--- src/rtl/ssd_scan_driver_if.sv ---
// Display-side bundle for the seven-segment scan driver: enable/value in,
// segment/anode drive and frame strobe out.
interface ssd_scan_driver_if;
    logic        en;
    logic [15:0] bcd;
    logic [6:0]  seg;
    logic        dp;
    logic [3:0]  an;
    logic        frame_done;

    modport master (output en, output bcd, input seg, input dp, input an, input frame_done);
    modport slave  (input en, input bcd, output seg, output dp, output an, output frame_done);
endinterface

--- src/rtl/ssd_scan_driver.sv ---
// Time-multiplexed 4-digit seven-segment driver: one anode per slot, BCD word
// latched once per frame, leading-zero blanking and dash for non-decimal nibbles.
module ssd_scan_driver #(
    parameter int unsigned REFRESH_DIV = 50000,
    parameter bit          SEG_ACT_LOW = 1'b1,
    parameter bit          AN_ACT_LOW  = 1'b1,
    parameter bit          BLANK_LZ    = 1'b1
) (
    input  logic               clk,
    input  logic               rst,
    ssd_scan_driver_if.slave   bus
);
    localparam int unsigned    DW       = $clog2(REFRESH_DIV);
    localparam logic [DW-1:0]  DIV_LAST = DW'(REFRESH_DIV - 1);
    localparam logic [6:0]     SEG_OFF  = {7{SEG_ACT_LOW}};
    localparam logic [3:0]     AN_OFF   = {4{AN_ACT_LOW}};

    logic [DW-1:0] div_q, div_d;
    logic [1:0]    idx_q, idx_d;
    logic [15:0]   shadow_q, shadow_d;
    logic [6:0]    seg_q, seg_d;
    logic [3:0]    an_q, an_d;
    logic          fd_q, fd_d;

    logic          tick;
    logic [1:0]    next_idx;
    logic [15:0]   next_shadow;
    logic [3:0]    digit;
    logic [3:0]    lz;
    logic [6:0]    seg_hi;

    always_comb begin
        tick        = bus.en & (div_q == DIV_LAST);
        next_idx    = tick ? idx_q + 2'd1 : idx_q;
        next_shadow = (tick && idx_q == 2'd3) ? bus.bcd : shadow_q;

        unique case (next_idx)
            2'd0:    digit = next_shadow[3:0];
            2'd1:    digit = next_shadow[7:4];
            2'd2:    digit = next_shadow[11:8];
            default: digit = next_shadow[15:12];
        endcase

        // lz[k]: digit k and every digit above it are zero; digit 0 is never blanked
        lz[3] = BLANK_LZ && (next_shadow[15:12] == 4'd0);
        lz[2] = lz[3] && (next_shadow[11:8] == 4'd0);
        lz[1] = lz[2] && (next_shadow[7:4] == 4'd0);
        lz[0] = 1'b0;

        unique case (digit)
            4'd0:    seg_hi = 7'h3F;
            4'd1:    seg_hi = 7'h06;
            4'd2:    seg_hi = 7'h5B;
            4'd3:    seg_hi = 7'h4F;
            4'd4:    seg_hi = 7'h66;
            4'd5:    seg_hi = 7'h6D;
            4'd6:    seg_hi = 7'h7D;
            4'd7:    seg_hi = 7'h07;
            4'd8:    seg_hi = 7'h7F;
            4'd9:    seg_hi = 7'h6F;
            default: seg_hi = 7'h40;
        endcase

        div_d    = div_q;
        idx_d    = idx_q;
        shadow_d = shadow_q;
        seg_d    = seg_q;
        an_d     = an_q;
        fd_d     = 1'b0;

        if (!bus.en) begin
            div_d = '0;
            idx_d = 2'd3;
            seg_d = SEG_OFF;
            an_d  = AN_OFF;
        end else begin
            div_d = tick ? '0 : div_q + DW'(1);
            if (tick) begin
                idx_d    = next_idx;
                shadow_d = next_shadow;
                fd_d     = (idx_q == 2'd3);
                if (lz[next_idx]) begin
                    seg_d = SEG_OFF;
                    an_d  = AN_OFF;
                end else begin
                    seg_d = SEG_ACT_LOW ? ~seg_hi : seg_hi;
                    an_d  = AN_ACT_LOW ? ~(4'd1 << next_idx) : (4'd1 << next_idx);
                end
            end
        end
    end

    always_ff @(posedge clk) begin
        if (rst) begin
            div_q    <= '0;
            idx_q    <= 2'd3;
            shadow_q <= '0;
            seg_q    <= SEG_OFF;
            an_q     <= AN_OFF;
            fd_q     <= 1'b0;
        end else begin
            div_q    <= div_d;
            idx_q    <= idx_d;
            shadow_q <= shadow_d;
            seg_q    <= seg_d;
            an_q     <= an_d;
            fd_q     <= fd_d;
        end
    end

    assign bus.seg        = seg_q;
    assign bus.an         = an_q;
    assign bus.dp         = SEG_ACT_LOW;
    assign bus.frame_done = fd_q;
endmodule
--- src/flat_wrapper.sv ---
// flat-port wrapper written by rule: the top's interface ports become plain ports
module ssd_scan_driver_flat 
#(
    parameter int unsigned REFRESH_DIV = 50000,
    parameter bit          SEG_ACT_LOW = 1'b1,
    parameter bit          AN_ACT_LOW  = 1'b1,
    parameter bit          BLANK_LZ    = 1'b1
)
  (clk, rst, bus_en, bus_bcd, bus_seg, bus_dp, bus_an, bus_frame_done);
  ssd_scan_driver_if bus_i ();
  input  logic clk;
  input  logic rst;
  input wire logic [$bits(bus_i.en)-1:0] bus_en;
  input wire logic [$bits(bus_i.bcd)-1:0] bus_bcd;
  output wire logic [$bits(bus_i.seg)-1:0] bus_seg;
  output wire logic [$bits(bus_i.dp)-1:0] bus_dp;
  output wire logic [$bits(bus_i.an)-1:0] bus_an;
  output wire logic [$bits(bus_i.frame_done)-1:0] bus_frame_done;
  assign bus_i.en = bus_en;
  assign bus_i.bcd = bus_bcd;
  assign bus_seg = bus_i.seg;
  assign bus_dp = bus_i.dp;
  assign bus_an = bus_i.an;
  assign bus_frame_done = bus_i.frame_done;
  ssd_scan_driver #(.REFRESH_DIV(REFRESH_DIV), .SEG_ACT_LOW(SEG_ACT_LOW), .AN_ACT_LOW(AN_ACT_LOW), .BLANK_LZ(BLANK_LZ)) u_core (.clk(clk), .rst(rst), .bus(bus_i));
endmodule
--- config.mk ---
export PLATFORM = sky130hd
export DESIGN_NAME = ssd_scan_driver_flat
export DESIGN_NICKNAME = d
export VERILOG_FILES = /design/src/rtl/ssd_scan_driver_if.sv /design/src/rtl/ssd_scan_driver.sv /design/src/flat_wrapper.sv
export SDC_FILE = /design/constraint.sdc
export NUM_CORES = 1
export LEC_CHECK = 0
export ABC_AREA = 1
export BUFFER_PORTS_ARGS = -buffer_cell sky130_fd_sc_hd__buf_2
export CORE_MARGIN = 4
export CORE_UTILIZATION = 30
export CTS_CLUSTER_SIZE = 25
export DETAILED_ROUTE_END_ITERATION = 6
export GPL_TIMING_DRIVEN = 0
export PLACE_DENSITY = 0.56
export SYNTH_ARGS = -nofsm -noshare
export SYNTH_HDL_FRONTEND = slang
export SYNTH_SLANG_ARGS = --single-unit
--- constraint.sdc ---
create_clock -name clk -period 3.1 [get_ports clk]
set_clock_uncertainty 0.15 [all_clocks]
set_input_delay 0.155 -clock clk [delete_from_list [all_inputs] [get_ports clk]]
set_output_delay 0.155 -clock clk [all_outputs]
set_load 0.05 [all_outputs]
==> results of run 1 <==
==> cell families (layout without fill, tap and decap cells) <==
group           count (synthesis)  count (layout)
simple gates                  228             228
buf+inv                        58             101
flops                          46              46
compound gates                 30              30
fa+ha+maj                       7               7
xor+xnor                        5               5
other cells                     1               1
==> state kept, by name (all words and copies together), names as in the netlist <==
register	cells
u_core.div_q	16
u_core.idx_q	2
u_core.shadow_q	16
u_core.bus.frame_done	1
u_core.bus.seg	7
u_core.bus.an	4
==> critical path, stage by stage (launching register included) <==
cell and delay (ps):
dfxtp_1 360, ha_1 210, nand3_2 140, nor2_4 260
nand3_4 140, nand2_1 80, nand2_1 120, nor2_1 310
nand2_1 90, nand3_1 110, nor2_2 80, ha_1 290
inv_1 60, nand3_1 80, nand3_1 90, nand3_1 70
nand2_1 70, inv_1 30
==> layout make-up <==
class	instances	area [sq um]	share of cell area
clock buffer	7	86.3	0.0288
clock inverter	1	5.00	0.00167
timing repair buffer	36	210	0.0702
multi-input combinational	271	1420	0.475
sequential	46	921	0.308
buffer	5	22.5	0.00753
tap	105	131	0.0439
inverter	52	195	0.0652
==> worst paths after layout <==
| path | from | end | slack [ps] | cells past startpoint |
|---|---|---|---|---|
| worst min-delay path | bus_bcd[10] | u_core.shadow_q[10]$_SDFFE_PP0P_ | 10 | 3 |
| worst min register to register | u_core.div_q[0]$_SDFF_PP0_ | u_core.div_q[0]$_SDFF_PP0_ | 300 | 1 |
| worst max register to register | u_core.div_q[0]$_SDFF_PP0_ | u_core.bus.seg[3]$_SDFFE_PP1P_ | 260 | 17 |
| worst max-delay path | u_core.div_q[0]$_SDFF_PP0_ | u_core.bus.seg[3]$_SDFFE_PP1P_ | 260 | 17 |
==> per-stage QoR <==
step,worst slack [ps],instance area [sq um]
floorplan,584,2550
global placement,192,2830
detailed placement,131,2830
CTS,112,2970
global route,2.60,2990
finish,263,2990
==> power breakdown <==
part	switching [uW]	internal (uW)	leakage (uW)
Combinational	21.0	16.1	0.000894
Sequential	0.808	591	0.000371
Clock	200	180	0.0000482
Total	222	788	0.00131
==> repair_timing <==
item                                    4_1_cts  5_1_grt
hold buffers                                  5        0
gates resized for setup                       0        2
endpoints found under the setup margin        0        5
endpoints found under the hold margin         5        0
setup buffers                                 0        2
==> placed cells by master, fill, tap and decap left out, types with 4 or more instances in the layout <==
| cell type | Yosys | layout |
|---|---|---|
| a21oi_1 | 20 | 20 |
| buf_2 | 0 | 29 |
| clkbuf_1 | 4 | 4 |
| clkbuf_8 | 0 | 6 |
| dfxtp_1 | 46 | 46 |
| dlygate4sd3_1 | 0 | 5 |
| ha_1 | 7 | 7 |
| inv_1 | 45 | 45 |
| inv_2 | 7 | 7 |
| nand2_1 | 93 | 93 |
| nand2_2 | 7 | 7 |
| nand3_1 | 32 | 32 |
| nand3_2 | 4 | 4 |
| nand4_1 | 9 | 9 |
| nor2_1 | 48 | 47 |
| nor2_2 | 7 | 8 |
| nor2_4 | 9 | 9 |
| nor3_1 | 6 | 6 |
| o21ai_0 | 4 | 4 |
| o21ai_1 | 5 | 5 |
| or2_2 | 7 | 7 |
==> metal layers <==
layer | GRT usage | vias to the layer above | wire (um)
met3 | 0.0354 | 7 | 244
met1 | 0.166 | 1074 | 2880
li1 | - | 1257 | -
met5 | 0 | - | 0
met4 | 0.0280 | 0 | 46
met2 | 0.198 | 33 | 2590
==> run metrics, run 1 <==
Die ar. 10100 sq um; Die Ht 100 um; Fillers between 900 and 1000; PortBufs 29; leakage power 0.00131 uW; Req. time, crit path approximately 3200 ps; Initial Utilization 0.309; IO Pins 32; first-pass GRT wire length between 10 and 15 mm; Post-Synth Adder-Cell Area 0.0343; nets@finish between 400 and 500; row cnt 33; Area contributors post-synth dfxtp_1, nand2_1, nor2_1; number of synthesized flops with an enable pin 0; initial antenna violation count 0; final setup TNS 0 ps; Commonest cells post-synth nand2_1, nor2_1, dfxtp_1; CTS Root Cell clkbuf_8; Synth Area in XOR/XNOR 0.0171; min cycle time layout 2840 ps; fin crit share 0.915; Placer Congestion just over 0.8; GRT Util Overall 0.124; Net Count, Synth ~400; Synth Instances between 300 and 400; Clk pin slew, worst setup/hold paths 80 ps; Non-Filler Instances around 520; complex-gate fraction of the synthesized area 0.0603; hpwl dp between 4 and 5 mm; Routed Antenna Nets 0; Vias around 2400; peak supply drop between 0.1 and 0.15 mV; simple-gate share of the synthesized area 0.439; asr flop ratio synth 0; worst hold slack 11.3 ps; # clock sinks 46; CP Class reg -> reg; vias in the first global route 2249; # diodes 0; max-slew violation count 0; Syn Std Cell Area roughly 2600 sq um; CTS tree yes; placed insts around 510; max-cap violations 0; clk_lat worst skew about 300 ps; arrival time at the worst endpoint 2890 ps; Fin. Hold Viols 0; status finished, final reports clean; Core Area between 8000 and 9000 sq um; Yosys Warn Count 0; max frequency about 350 MHz; area leader, netlist dfxtp_1; largest net degree at the start of global routing 14; Yosys top cell area share 0.361; DR vias/cell 4.53; total CTS buffers 5; htree depth 2; Final Setup Violations 0; Critical Path End Type flip-flop; post-layout util 0.362; Critical Path Fanout Max 7; Post-synth top flop dfxtp_1; RSZ-0062 raised after global routing no; PD cells 337 nW/um^2; min-delay worst type in -> reg; # DRC 0; FF+latch count, synth 46; Layout area overhead 17.2%; total power between 1000 and 1500 uW; count leader, synth nand2_1; sequential-to-total area share from yosys stat 0.361; DRT iter0 DRCs 112; clock tree buffer depth 2; share of layout cells above drive strength 1 0.206; first-pass iteration count of the detailed router 4; largest family of logic cells by synthesized area simple AND/OR/NAND/NOR gates; WL/cell roughly 11 um; Netlist cell types 29; grt ovf 0; DRT Wirelength ~5.8 mm; Startpoint Class flip-flop; Die Wd between 100 and 150 um; mux cell area share after synthesis 0; Avg Cell Area, Syn ~6.8 sq um
Power figures use the tool's default switching activity.
==> run 2, diff against run 1 <==
==> constraint.sdc (replaced) <==
create_clock -name clk -period 3.1 [get_ports clk]
set_clock_uncertainty 0.15 [all_clocks]
set_input_delay 0.31 -clock clk [delete_from_list [all_inputs] [get_ports clk]]
set_output_delay 0.31 -clock clk [all_outputs]
set_load 0.05 [all_outputs]
==> run 2 against run 1 <==
Against the previous run: highest routed layer unchanged; non-clock buffer count fell by 5; design area is 1.7% lower; clock power barely moved; global-route usage is 0.058 points lower; largest power group unchanged; critical path type unchanged; via count decreased by 1.1%; worst hold slack improved by 120 ps; final cell count fell by 0.96%; worst setup slack improved by 7.6 ps.
==> run metrics, run 2 (synthesis results as in run 1) <==
status finished, final reports clean; DP Worst Slack 131 ps (unchanged); # clock sinks 46 (unchanged); Placer Congestion 0.831 (unchanged); Critical Path Fanout Max 7 (unchanged); final setup TNS 0 ps (unchanged); Fillers 929 (+0.11%); Die Wd 100 um (unchanged); arrival time at the worst endpoint 2890 ps (about the same); first-pass iteration count of the detailed router 4 (unchanged); grt ovf 0 (unchanged); Startpoint Class flip-flop; Die Ht 100 um (unchanged); leakage power 0.00129 uW (-1.6%); PortBufs 29 (unchanged); Initial Utilization 0.309 (unchanged); combinational share of power 0.032 (-0.005); # DRC 0 (unchanged); max frequency 353 MHz (+0.27%); DRT iter0 DRCs 132 (+18%); worst hold slack 127 ps (+116 ps); clock tree buffer depth 2 (unchanged); CP Class reg -> reg; WL/cell 11.1 um (+0.51%); Sw Ratio 0.220 (+0.000325); RSZ-0062 raised after global routing no; commonest non-fill, non-tap cell in the layout nand2_1; vias in the first global route 2219 (-1.3%); htree depth 2 (unchanged); hpwl dp 4.53 mm (unchanged); # diodes 0 (unchanged); share of layout cells above drive strength 1 0.208 (+0.00249); row cnt 33 (unchanged); total CTS buffers 5 (unchanged); DRT Wirelength 5.73 mm (-0.45%); nets@finish 438 (-1.1%); Req. time, crit path 3160 ps (about the same); IO Pins 32 (unchanged); max-cap violations 0 (unchanged); CTS Root Cell clkbuf_8; final worst setup slack 271 ps (+7.65 ps); fin crit share 0.913 (-0.00247); Fin. Hold Viols 0 (unchanged); Final Setup Violations 0 (unchanged); Routed Antenna Nets 0 (unchanged); Net Switching 221 uW (-0.33%); clk_lat worst skew 300 ps (about the same); Clk pin slew, worst setup/hold paths 80 ps (about the same); internal power component 784 uW (-0.52%); largest net degree at the start of global routing 14 (unchanged); Critical Path End Type flip-flop; Seq pwr share 0.590 (+0.003); Layout area overhead 15.2%; min-delay worst type in -> reg; CTS tree yes; Vias 2346 (-1.1%); Clk network pwr share 0.378 (+0.002); DR vias/cell 4.53 (about the same); min cycle time layout 2830 ps (-7.65 ps); Multi-input gate area 1420 sq um (unchanged); PD cells 341 nW/um^2 (+1.2%); GRT Util Overall 0.123 (-0.000579); Core Area 8260 sq um (unchanged); first-pass GRT wire length 9.94 mm (-0.63%); Reg area 921 sq um (unchanged); peak supply drop 0.126 mV (-0.13%); max-slew violation count 0 (unchanged); initial antenna violation count 0 (unchanged); most used cells in the layout excluding fill and tap cells nand2_1, nor2_1, dfxtp_1; Die ar. 10100 sq um (unchanged)
==> run 2: final timing paths <==
check,startpoint,endpoint,slack [ps],cells past startpoint
setup / recovery,u_core.div_q[0]$_SDFF_PP0_,u_core.bus.seg[3]$_SDFFE_PP1P_,270,17
hold reg to reg,u_core.div_q[0]$_SDFF_PP0_,u_core.div_q[0]$_SDFF_PP0_,300,1
setup reg to reg,u_core.div_q[0]$_SDFF_PP0_,u_core.bus.seg[3]$_SDFFE_PP1P_,270,17
hold / removal,bus_bcd[3],u_core.shadow_q[3]$_SDFFE_PP0P_,130,3
==> run 2: timing repair <==
action	in CTS	in global routing
resized for setup	0	2
buffers inserted	0	2
hold buffers	0	0
endpoints found under the setup margin	0	5
==> run 2: per-stage QoR <==
| stage | std cells | util | area [sq um] | total power (uW) |
|---|---|---|---|---|
| after floorplan | 375 | - | 2550 | 623 |
| after global placement | 509 | 0.343 | 2830 | 639 |
| after detailed placement | 509 | 0.343 | 2830 | 640 |
| after CTS | 517 | 0.354 | 2920 | 1020 |
| after global routing | 518 | 0.356 | 2940 | 1060 |
| final | 518 | 0.356 | 2940 | 1000 |
==> run 2: critical path, stage by stage (launching register included) <==
cell     delay, ps
dfxtp_1        360
ha_1           210
nand3_2        140
nor2_4         260
nand3_4        140
nand2_1         80
nand2_1        120
nor2_1         300
nand2_1         90
nand3_1        110
nor2_2          80
ha_1           290
inv_1           60
nand3_1         80
nand3_1         90
nand3_1         70
nand2_1         70
inv_1           30
==> run 2: area by class of cell <==
type | instances | area share
multi-input combinational | 271 | 0.483
clock buffer | 7 | 0.0293
inverter | 52 | 0.0663
sequential | 46 | 0.313
buffer | 5 | 0.00765
tap | 105 | 0.0446
clock inverter | 1 | 0.00170
timing repair buffer | 31 | 0.0544
==> run 2: power by group through the flow <==
stage	sequential (uW)	clock [uW]	combinational [uW]
after floorplan	606	0	16.6
after global placement	606	0	32.9
after detailed placement	606	0	33.3
after CTS	592	398	33.3
after global routing	593	428	37.4
final	592	380	32.3
==> run 2: per-layer routing <==
metal | vias up | part of all wire | global-route usage
met5 | - | 0 | 0
met3 | 5 | 0.046 | 0.0354
met4 | 0 | 0.0075 | 0.0280
met1 | 1056 | 0.50 | 0.165
met2 | 39 | 0.45 | 0.197
li1 | 1246 | - | -
==> run 3, diff against run 2 <==
--- a/config.mk
+++ b/config.mk
@@ -7,6 +7,7 @@
 export LEC_CHECK = 0
 export ABC_AREA = 1
 export BUFFER_PORTS_ARGS = -buffer_cell sky130_fd_sc_hd__buf_2
+export CORE_ASPECT_RATIO = 1.75
 export CORE_MARGIN = 4
 export CORE_UTILIZATION = 30
 export CTS_CLUSTER_SIZE = 25
==> run 3 against run 2 <==
Against the previous run: sequential power hardly changed; critical endpoint unchanged; global-route usage is 0.32 points higher; fmax is 0.51% higher; worst hold slack better by 10 ps; register-to-register slack hardly changed; largest power group unchanged; power is 17% higher; design area is 3.3% higher; sequential share of layout area is 0.99 points lower; routed wire length is 3.2% higher; critical path type unchanged; clock power is 44% higher.
==> run metrics, run 3 (synthesis results as in run 1) <==
status finished, final reports clean; Die Ht 130 um (+30%); worst hold path startpoint bus_bcd[0]; peak supply drop 0.196 mV (+55%); share of layout cells above drive strength 1 0.215 (+0.00674); CTS Hold Bufs 0 (unchanged); Final Cell Area 3040 sq um (+3.3%); total CTS buffers 5 (unchanged); most used cells in the layout excluding fill and tap cells nand2_1, nor2_1, dfxtp_1; Fin. Hold Viols 0 (unchanged); Vias 2330 (-0.68%); IO Pins 32 (unchanged); # DRC 0 (unchanged); GRT Util Overall 0.127 (+0.00322); Final Setup Violations 0 (unchanged); max frequency 355 MHz (+0.51%); min cycle time layout 2820 ps (-14.3 ps); initial antenna violation count 0 (unchanged); post-layout util 0.366 (+0.00923); CTS Root Cell clkbuf_16; clk_lat worst skew 290 ps (about the same); nets@finish 439 (+0.23%); max-slew violation count 0 (unchanged); CP startpoint u_core.div_q[0]$_SDFF_PP0_; first-pass iteration count of the detailed router 4 (unchanged); Placer Congestion 0.808 (-2.8%); # clock sinks 46 (unchanged); Clk pin slew, worst setup/hold paths 60 ps (-20 ps); grt ovf 0 (unchanged); RR Startpoint u_core.div_q[0]$_SDFF_PP0_; first-pass GRT wire length 10.1 mm (+1.4%); max-cap violations 0 (unchanged); leakage power 0.00132 uW (+2.5%); worst-case reg-to-reg path depth 17 (unchanged); Fillers 912 (-1.8%); Routed Antenna Nets 0 (unchanged); Core Area 8310 sq um (+0.67%); CP Class reg -> reg; commonest non-fill, non-tap cell in the layout nand2_1; Layout area overhead 19.0%; htree depth 2 (unchanged); clock tree buffer depth 2 (unchanged); hpwl dp 4.82 mm (+6.2%); Worst Setup EP u_core.bus.seg[3]$_SDFFE_PP1P_; dpl cell area 2840 sq um (+0.44%); PD cells 386 nW/um^2 (+13%); Critical Path Fanout Max 8 (+1); Critical Path End Type flip-flop; R2R Setup Slk 280 ps (about the same); arrival time at the worst endpoint 2850 ps (-40 ps); WL/cell 11.2 um (+1.1%); row cnt 44 (+33%); Critical R2R Capture u_core.bus.seg[3]$_SDFFE_PP1P_; # diodes 0 (unchanged); largest net degree at the start of global routing 14 (unchanged); DRT Wirelength 5.92 mm (+3.2%); vias in the first global route 2272 (+2.4%); CTS tree yes; Startpoint Class flip-flop; Die Wd 77.7 um (-22%); DR vias/cell 4.40 (-2.7%); fin crit share 0.908 (-0.00460); Initial Utilization 0.307 (-0.00205); DRT iter0 DRCs 124 (-6.1%); Die ar. 10100 sq um (+0.58%); Req. time, crit path 3140 ps (-20 ps); min-delay worst type in -> reg; PortBufs 29 (unchanged)
## run 3: cell types whose count changed in the layout (fill, tap and decap cells not counted)
cell	previous run	this run
clkbuf_16	0	5
clkbuf_8	6	1
nor2_4	9	12
nor2_2	8	6
buf_4	3	4
nand2_1	93	92
nand2_2	7	8
nor2_1	47	46
## run 3: final cells by class
cell class / instances / area, sq um / area share
Inverter: 52 / 195 / 0.0642
Sequential cell: 46 / 921 / 0.303
Clock inverter: 1 / 5.00 / 0.00165
Clock buffer: 7 / 143 / 0.0469
Timing Repair Buffer: 32 / 168 / 0.0552
Buffer: 5 / 22.5 / 0.00741
Multi-Input combinational cell: 271 / 1440 / 0.474
Tap cell: 115 / 144 / 0.0473
## run 3: worst min-delay path by stage
| stage | slack, ps | end | depth (start not counted) |
|---|---|---|---|
| floorplan | 270 | u_core.div_q[0]$_SDFF_PP0_ | 1 |
| global placement | 280 | u_core.div_q[0]$_SDFF_PP0_ | 1 |
| detailed placement | 300 | u_core.div_q[0]$_SDFF_PP0_ | 1 |
| CTS | 130 | u_core.shadow_q[0]$_SDFFE_PP0P_ | 3 |
| global route | 150 | u_core.shadow_q[1]$_SDFFE_PP0P_ | 3 |
| finish | 140 | u_core.shadow_q[0]$_SDFFE_PP0P_ | 3 |
## run 3: timing repair
action,CTS,global route
endpoints found under the setup margin,0,5
gates resized for setup,0,7
hold endpoints to repair,0,0
buffers inserted,0,3
## run 3: worst max-delay path, cell delays in order (launching register included)
cell and delay [ps]:
dfxtp_1 360, ha_1 210, nand3_2 140, inv_2 190, nand3_2 160, nand2_1 110
nand2_2 110, nor2_1 270, nand2_1 90, nand3_1 160, nor2_4 70, ha_1 280
inv_1 50, nand3_1 90, nand3_1 100, nand3_1 80, nand2_1 70, inv_1 40
## run 3: report_power, final
part	internal [uW]	switching (uW)	total, uW	leakage (uW)
clock network	320	228	548	0.0000739
logic	12.0	20.0	32.0	0.000880
registers	592	0.867	593	0.000371
total	924	249	1170	0.00132
## run 3: metrics by stage
step | setup WS [ps] | power [uW] | hold slack (ps) | instances | setup TNS (ps)
2_1_floorplan | 584 | 623 | 268 | 375 | 0
3_3_place_gp | 166 | 638 | 278 | 519 | 0
3_5_place_dp | 133 | 639 | 300 | 519 | 0
4_1_cts | 105 | 1200 | 130 | 527 | 0
5_1_grt | -1.55 | 1220 | 150 | 529 | -1.55
6_report | 285 | 1170 | 137 | 529 | 0
## run 3: routing by layer
| metal | global-route usage | routed length (um) | vias up |
|---|---|---|---|
| met1 | 0.115 | 2200 | 1030 |
| met5 | 0 | 0 | - |
| li1 | - | - | 1253 |
| met4 | 0.0660 | 164 | 0 |
| met2 | 0.254 | 3360 | 33 |
| met3 | 0.0276 | 199 | 14 |
